### config.mk
export PLATFORM = sky130hd
export DESIGN_NAME = neuron_layer_sequencer_flat
export DESIGN_NICKNAME = d
export VERILOG_FILES = /design/src/rtl/neuron_layer_sequencer_if.sv /design/src/rtl/neuron_layer_sequencer.sv /design/src/flat_wrapper.sv
export SDC_FILE = /design/constraint.sdc
export NUM_CORES = 1
export LEC_CHECK = 0
export CAP_MARGIN = 20
export CORE_ASPECT_RATIO = 0.75
export CORE_MARGIN = 2
export CORE_UTILIZATION = 53
export DETAILED_ROUTE_END_ITERATION = 8
export PLACE_DENSITY = 0.77
export SYNTH_ARGS = -nofsm -noshare
export SYNTH_HDL_FRONTEND = slang
export SYNTH_SLANG_ARGS = --single-unit
### constraint.sdc
create_clock -name CLK -period 3.27 [get_ports CLK]
set_clock_uncertainty 0.15 [all_clocks]
set_input_delay 0.8175 -clock CLK [delete_from_list [all_inputs] [get_ports CLK]]
set_output_delay 0.8175 -clock CLK [all_outputs]
set_load 0.05 [all_outputs]
### src/rtl/neuron_layer_sequencer_if.sv
// Bundles the controller-side start/config/stall inputs and the buffer-swapper
// side address/strobe outputs of the neuron layer sequencer.
interface neuron_layer_sequencer_if #(
    parameter int A  = 11,
    parameter int DW = 8,
    parameter int PW = 4
);
    logic          start;
    logic [A-1:0]  cfgInBase;
    logic [A-1:0]  cfgOutBase;
    logic [DW-1:0] cfgRows;
    logic [DW-1:0] cfgCols;
    logic [PW-1:0] cfgPasses;
    logic          cfgPool;
    logic          stall;

    logic          busy;
    logic          done;
    logic          readBufferSelect;
    logic [A-1:0]  nReadAddress;
    logic          readValid;
    logic [A-1:0]  nWriteAddress;
    logic          nWWrite;
    logic          doPooling;

    modport master (
        output start, cfgInBase, cfgOutBase, cfgRows, cfgCols, cfgPasses, cfgPool, stall,
        input  busy, done, readBufferSelect, nReadAddress, readValid,
               nWriteAddress, nWWrite, doPooling
    );

    modport slave (
        input  start, cfgInBase, cfgOutBase, cfgRows, cfgCols, cfgPasses, cfgPool, stall,
        output busy, done, readBufferSelect, nReadAddress, readValid,
               nWriteAddress, nWWrite, doPooling
    );
endinterface

### src/rtl/neuron_layer_sequencer.sv
// Sequences one convolution layer: streams read addresses, emits write addresses
// delayed by the conv/pool pipeline latency, then flips the ping-pong buffer select.
module neuron_layer_sequencer #(
    parameter int A   = 11,
    parameter int LAT = 4,
    parameter int DW  = 8,
    parameter int PW  = 4
) (
    input logic                     CLK,
    input logic                     RSTn,
    neuron_layer_sequencer_if.slave bus
);
    typedef enum logic [2:0] {IDLE, READ, DRAIN, SWAP, DONE} state_t;

    localparam logic [A-1:0]  ONE_A    = 1;
    localparam logic [DW-1:0] ONE_DW   = 1;
    localparam logic [PW-1:0] ONE_PW   = 1;
    localparam logic [3:0]    LAT_LAST = 4'(LAT - 1);

    state_t        state, state_nx;

    logic [A-1:0]  in_base, out_base;
    logic [DW-1:0] rows, cols;
    logic [PW-1:0] passes;
    logic          pool;

    logic [DW-1:0] row_cnt, col_cnt;
    logic [PW-1:0] pass_cnt;
    logic [A-1:0]  idx;
    logic [A-1:0]  pool_base;
    logic [3:0]    drain_cnt;
    logic          rd_sel;

    logic [LAT-1:0] wr_vld_p;
    logic [A-1:0]   wr_addr_p [LAT];

    logic          last_col, last_row, last_pass;
    logic          final_pool, advance, shift_en, cfg_zero;
    logic          elem_vld;
    logic [A-1:0]  elem_addr;

    // Element address is a linear index off the base, so no multiplier is needed;
    // pooled writes use a separate row base that steps by cols/2 after each odd row.
    always_comb begin
        last_col   = (col_cnt == cols - ONE_DW);
        last_row   = (row_cnt == rows - ONE_DW);
        last_pass  = (pass_cnt == passes - ONE_PW);
        final_pool = pool && last_pass;
        advance    = (state == READ) && !bus.stall;
        shift_en   = ((state == READ) || (state == DRAIN)) && !bus.stall;
        cfg_zero   = (bus.cfgRows == '0) || (bus.cfgCols == '0) || (bus.cfgPasses == '0);
        elem_vld   = final_pool ? (row_cnt[0] && col_cnt[0]) : 1'b1;
        elem_addr  = final_pool ? (pool_base + A'(col_cnt >> 1)) : (out_base + idx);
    end

    always_ff @(posedge CLK or negedge RSTn) begin
        if (!RSTn) begin
            state <= IDLE;
        end else begin
            state <= state_nx;
        end
    end

    always_comb begin
        state_nx             = state;
        bus.busy             = 1'b0;
        bus.done             = 1'b0;
        bus.readValid        = 1'b0;
        bus.nReadAddress     = '0;
        bus.doPooling        = 1'b0;
        bus.nWWrite          = wr_vld_p[LAT-1] && !bus.stall;
        bus.nWriteAddress    = wr_addr_p[LAT-1];
        bus.readBufferSelect = rd_sel;
        case (state)
            IDLE: begin
                if (bus.start) state_nx = cfg_zero ? DONE : READ;
            end
            READ: begin
                bus.busy         = 1'b1;
                bus.readValid    = !bus.stall;
                bus.nReadAddress = in_base + idx;
                bus.doPooling    = final_pool;
                if (advance && last_col && last_row && last_pass) state_nx = DRAIN;
            end
            DRAIN: begin
                bus.busy      = 1'b1;
                bus.doPooling = pool;
                if (!bus.stall && (drain_cnt == LAT_LAST)) state_nx = SWAP;
            end
            SWAP: begin
                bus.busy = 1'b1;
                state_nx = DONE;
            end
            DONE: begin
                bus.done = 1'b1;
                state_nx = IDLE;
            end
            default: state_nx = IDLE;
        endcase
    end

    always_ff @(posedge CLK or negedge RSTn) begin
        if (!RSTn) begin
            in_base   <= '0;
            out_base  <= '0;
            rows      <= '0;
            cols      <= '0;
            passes    <= '0;
            pool      <= 1'b0;
            row_cnt   <= '0;
            col_cnt   <= '0;
            pass_cnt  <= '0;
            idx       <= '0;
            pool_base <= '0;
            drain_cnt <= '0;
            rd_sel    <= 1'b0;
        end else begin
            if ((state == IDLE) && bus.start) begin
                in_base   <= bus.cfgInBase;
                out_base  <= bus.cfgOutBase;
                rows      <= bus.cfgRows;
                cols      <= bus.cfgCols;
                passes    <= bus.cfgPasses;
                pool      <= bus.cfgPool;
                row_cnt   <= '0;
                col_cnt   <= '0;
                pass_cnt  <= '0;
                idx       <= '0;
                pool_base <= bus.cfgOutBase;
            end else if (advance) begin
                if (last_col) begin
                    col_cnt <= '0;
                    if (last_row) begin
                        row_cnt   <= '0;
                        idx       <= '0;
                        pool_base <= out_base;
                        pass_cnt  <= pass_cnt + ONE_PW;
                    end else begin
                        row_cnt <= row_cnt + ONE_DW;
                        idx     <= idx + ONE_A;
                        if (row_cnt[0]) pool_base <= pool_base + A'(cols >> 1);
                    end
                end else begin
                    col_cnt <= col_cnt + ONE_DW;
                    idx     <= idx + ONE_A;
                end
            end

            if (state != DRAIN) begin
                drain_cnt <= '0;
            end else if (!bus.stall) begin
                drain_cnt <= drain_cnt + 4'd1;
            end

            if (state == SWAP) rd_sel <= ~rd_sel;
        end
    end

    // Write pipeline: stage LAT-1 lines up with the conv/pool result of the read
    // issued LAT advancing cycles earlier; DRAIN shifts bubbles in to empty it.
    always_ff @(posedge CLK or negedge RSTn) begin
        if (!RSTn) begin
            wr_vld_p <= '0;
            for (int i = 0; i < LAT; i++) wr_addr_p[i] <= '0;
        end else if (shift_en) begin
            wr_vld_p[0]  <= (state == READ) && elem_vld;
            wr_addr_p[0] <= (state == READ) ? elem_addr : '0;
            for (int i = 1; i < LAT; i++) begin
                wr_vld_p[i]  <= wr_vld_p[i-1];
                wr_addr_p[i] <= wr_addr_p[i-1];
            end
        end
    end
endmodule

### src/flat_wrapper.sv
// flat-port wrapper written by rule: the top's interface ports become plain ports
module neuron_layer_sequencer_flat 
#(
    parameter int A   = 11,
    parameter int LAT = 4,
    parameter int DW  = 8,
    parameter int PW  = 4
)
  (CLK, RSTn, bus_start, bus_cfgInBase, bus_cfgOutBase, bus_cfgRows, bus_cfgCols, bus_cfgPasses, bus_cfgPool, bus_stall, bus_busy, bus_done, bus_readBufferSelect, bus_nReadAddress, bus_readValid, bus_nWriteAddress, bus_nWWrite, bus_doPooling);
  neuron_layer_sequencer_if #(.A(A), .DW(DW), .PW(PW)) bus_i ();
  input logic CLK;
  input logic RSTn;
  input wire logic [$bits(bus_i.start)-1:0] bus_start;
  input wire logic [$bits(bus_i.cfgInBase)-1:0] bus_cfgInBase;
  input wire logic [$bits(bus_i.cfgOutBase)-1:0] bus_cfgOutBase;
  input wire logic [$bits(bus_i.cfgRows)-1:0] bus_cfgRows;
  input wire logic [$bits(bus_i.cfgCols)-1:0] bus_cfgCols;
  input wire logic [$bits(bus_i.cfgPasses)-1:0] bus_cfgPasses;
  input wire logic [$bits(bus_i.cfgPool)-1:0] bus_cfgPool;
  input wire logic [$bits(bus_i.stall)-1:0] bus_stall;
  output wire logic [$bits(bus_i.busy)-1:0] bus_busy;
  output wire logic [$bits(bus_i.done)-1:0] bus_done;
  output wire logic [$bits(bus_i.readBufferSelect)-1:0] bus_readBufferSelect;
  output wire logic [$bits(bus_i.nReadAddress)-1:0] bus_nReadAddress;
  output wire logic [$bits(bus_i.readValid)-1:0] bus_readValid;
  output wire logic [$bits(bus_i.nWriteAddress)-1:0] bus_nWriteAddress;
  output wire logic [$bits(bus_i.nWWrite)-1:0] bus_nWWrite;
  output wire logic [$bits(bus_i.doPooling)-1:0] bus_doPooling;
  assign bus_i.start = bus_start;
  assign bus_i.cfgInBase = bus_cfgInBase;
  assign bus_i.cfgOutBase = bus_cfgOutBase;
  assign bus_i.cfgRows = bus_cfgRows;
  assign bus_i.cfgCols = bus_cfgCols;
  assign bus_i.cfgPasses = bus_cfgPasses;
  assign bus_i.cfgPool = bus_cfgPool;
  assign bus_i.stall = bus_stall;
  assign bus_busy = bus_i.busy;
  assign bus_done = bus_i.done;
  assign bus_readBufferSelect = bus_i.readBufferSelect;
  assign bus_nReadAddress = bus_i.nReadAddress;
  assign bus_readValid = bus_i.readValid;
  assign bus_nWriteAddress = bus_i.nWriteAddress;
  assign bus_nWWrite = bus_i.nWWrite;
  assign bus_doPooling = bus_i.doPooling;
  neuron_layer_sequencer #(.A(A), .LAT(LAT), .DW(DW), .PW(PW)) u_core (.CLK(CLK), .RSTn(RSTn), .bus(bus_i));
endmodule
==> run metrics <==
worst vdd ir=0.8648 mV; top_reg_cell synth=dfrtp_1; fraction of layout cells with a size suffix above 1=approximately 17%; setup_tns=-2.577 ns; Port-buffer cells=74; Post-Syn Nets=between 900 and 1000; largest net degree at the start of global routing=61; met3 usage=5.685%; outcome=complete, but fails checks; Worst EP required=between 2 and 2.5 ns; crit path DAT=about 3 ns; CTS Hold Bufs=0; Longest Clk Path Bufs=2; Setup violations, final=6; crit path launch type=flip-flop; reg-to-reg endpoint=u_core.row_cnt[1]$_DFFE_PN0P_; flop2flop setup slack=0.16 ns; root buffer cell=clkbuf_16; antenna violations before repair=0; Post-synth EDFFs=0; placed cell area=approximately 9600 µm²; total chip power=roughly 10 mW; Synth Cell Area=~8400 µm²; Design Area, Final=between 10000 and 15000 µm²; Syn Inst Count=~900; post-layout net count=1078; R2R Path Start=u_core.cols[0]$_DFFE_PN0P_; CTS tree=yes; post-synthesis cell type count=67; via count=approximately 7000; die height=around 110 µm; period utilisation layout=119.6%; GR Overflow Total=0; Detail Route Antenna Nets=0; post-layout min period=around 4 ns; Reg2Reg Depth=10; residual DRC count=0; pins over their slew limit=0; Crit Path Category=reg2out; core area=roughly 15000 µm²; PD cells=976.8 nW/µm²; # H-tree levels=4; dpl ws=-0.1429 ns; Routability Congestion=approximately 0.91; clock net sink count=141; Rel. slew slack=approximately three fifths; failing checks=setup timing; Clock transition at path regs=0.06 ns; Synth warnings=0; setup ws final=-0.6425 ns; Critical Path End Type=output port; area delta synth->final=23.31%; met1 Use GR=between 30% and 40%; initial cell density of the core=54.58%; Seq/Total Area, Yosys=42.19%; Yosys reg bits=~140; cts bufs inserted=17; syn avg cell area=between 9 and 10 µm²; # diodes=0; met2 GRT Util=38.43%; total iterations of the first detailed-routing run=5; Detailed Place HPWL=approximately 14000 µm; gr busiest metal=met2; worst-path fanout max=2; Highest Clock Rate=around 260 MHz; total global-route track usage=roughly a quarter; vias in the first global route=around 6600; drt total wl=20500 µm; Slew @ Worst Pin=about 0.61 ns; first-pass GRT wire length=33730 µm; fill count=around 1200; Reg area=approximately 3500 µm²; multi-input logic area=around 4700 µm²; DR iter-0 viols=between 500 and 600; # rows=39; Clk Latency, worst-skew pair=between 0.4 and 0.5 ns; max-cap violation count=0; Worst Hold Class=in2async; die area=16810 µm²; leakage=4.742 nW; RSZ-0062 raised after global routing=yes; Vias/cell=5.727; Die W=about 150 µm; Ports=75; ys async rst share=between 90% and 100%; final hold violation count=0; Routed wire per std cell=17.05 µm
[cell usage in the layout (no fill, tap or decap), types with 13 or more instances in the layout]
cell type	netlist	layout
inv_1	21	21
mux2_2	39	39
xor2_1	24	21
nor2_1	70	63
buf_4	12	48
clkdlybuf4s50_1	0	59
nor3_1	15	14
ha_1	42	40
xnor2_1	40	39
nand2_1	159	159
a21oi_1	37	34
dfrtp_1	141	141
o21ai_0	50	49
clkbuf_16	0	17
a31oi_1	16	16
nand3_1	15	13
nand2b_1	19	19
[logic make-up after synthesis]
logic type               count (synthesis)  share of synthesized area, %
XOR/XNOR                                64                         6.703
flip-flops                             141                         42.19
adder cells (fa/ha/maj)                 46                         7.241
multiplexers                            56                         7.391
buffers and inverters                   71                         3.770
AO/OA/AOI/OAI                          172                         13.21
AND/OR/NAND/NOR                        346                         19.49
[metrics by stage]
step / utilization [%] / cells / hold slack [ns]
global placement: 62.47 / 1163 / 0.3104
CTS: 67.11 / 1205 / 0.1498
detailed placement: 62.47 / 1163 / 0.3159
global route: 67.30 / 1202 / 0.1556
finish: 67.30 / 1202 / 0.1395
floorplan: - / 896 / 0.2960
[routing by layer]
metal	routed length, µm	vias to the layer above	share of wire [%]
li1	-	3309	-
met1	9599	3317	47
met2	9303	228	45
met3	1297	30	6.3
met4	298	0	1.5
met5	0	-	0
[registers in the layout, indices dropped and copies added, names as in the netlist, 11 cells and up]
| signal | flops |
|---|---|
| u_core.pool_base | 11 |
| u_core.out_base | 11 |
| u_core.idx | 11 |
| u_core.wr_addr_p | 33 |
| u_core.in_base | 11 |
| u_core.bus.nWriteAddress | 11 |
[how the worst max path moves through the flow]
stage,slack [ns],start,end,depth (start not counted)
6_report,-0.64,u_core.idx[0]$_DFFE_PN0P_,bus_nReadAddress[8],11
4_1_cts,-0.55,u_core.in_base[0]$_DFFE_PN0P_,bus_nReadAddress[10],10
2_1_floorplan,-0.15,u_core.idx[0]$_DFFE_PN0P_,bus_nReadAddress[10],9
3_5_place_dp,-0.14,u_core.idx[1]$_DFFE_PN0P_,bus_nReadAddress[9],9
3_3_place_gp,-0.1,u_core.in_base[0]$_DFFE_PN0P_,bus_nReadAddress[10],10
5_1_grt,-0.73,u_core.idx[0]$_DFFE_PN0P_,bus_nReadAddress[10],10
[critical path: stages, from the launching register on]
cell and delay (ns):
dfrtp_1 0.39, ha_2 0.20, fa_2 0.36, a21o_1 0.20, a21oi_2 0.17, nor2b_1 0.07, o21a_1 0.20, o41a_1 0.34
buf_4 0.17, xnor2_4 0.13, nor2_4 0.14, buf_12 0.15
[report_power, final]
group / internal, mW / leakage, nW / switching (mW)
registers: 2.38 / 1.80 / 0.567
logic: 2.29 / 2.66 / 2.92
clock network: 1.15 / 0.280 / 0.774
[synth_stat cells, drive strengths merged (4+ instances only)]
master	count	area share (%)
o21bai	4	0.36
and3	12	0.90
dfrtp	141	42
nor2b	5	0.37
xor2	24	2.5
ha	42	6.3
and2	6	0.45
nand3	16	1.1
or4	5	0.45
a211oi	6	0.54
nor2	70	3.1
a21oi	37	2.2
nand2b	19	1.4
or2	5	0.37
mux2i	10	1.2
buf	17	1.3
nand2	159	7.1
clkbuf	33	1.5
o21ai	50	3.0
xnor2	40	4.2
fa	4	0.96
nand4	4	0.30
o211ai	6	0.54
a22o	4	0.42
nor3	15	0.90
nor4	10	1.1
inv	21	0.94
mux2	46	6.2
o31ai	4	0.36
a21o	11	0.99
o22ai	4	0.30
a31oi	16	1.2
or3	8	0.66
[final cells by class]
| cell class | count | share of cell area [%] |
|---|---|---|
| multi-input cells | 684 | 45.24 |
| flip-flops and latches | 141 | 34.21 |
| repair buffers | 120 | 11.66 |
| clock buffers | 19 | 4.295 |
| well taps | 205 | 2.487 |
| clock inverters | 12 | 1.335 |
| inverters | 21 | 0.7644 |
[what timing repair did]
action	CTS	global route
pin swaps	12	10
resized for setup	9	11
endpoints found under the setup margin	6	18
setup buffers	11	6
No activity file was read; power rests on OpenSTA's default activity.
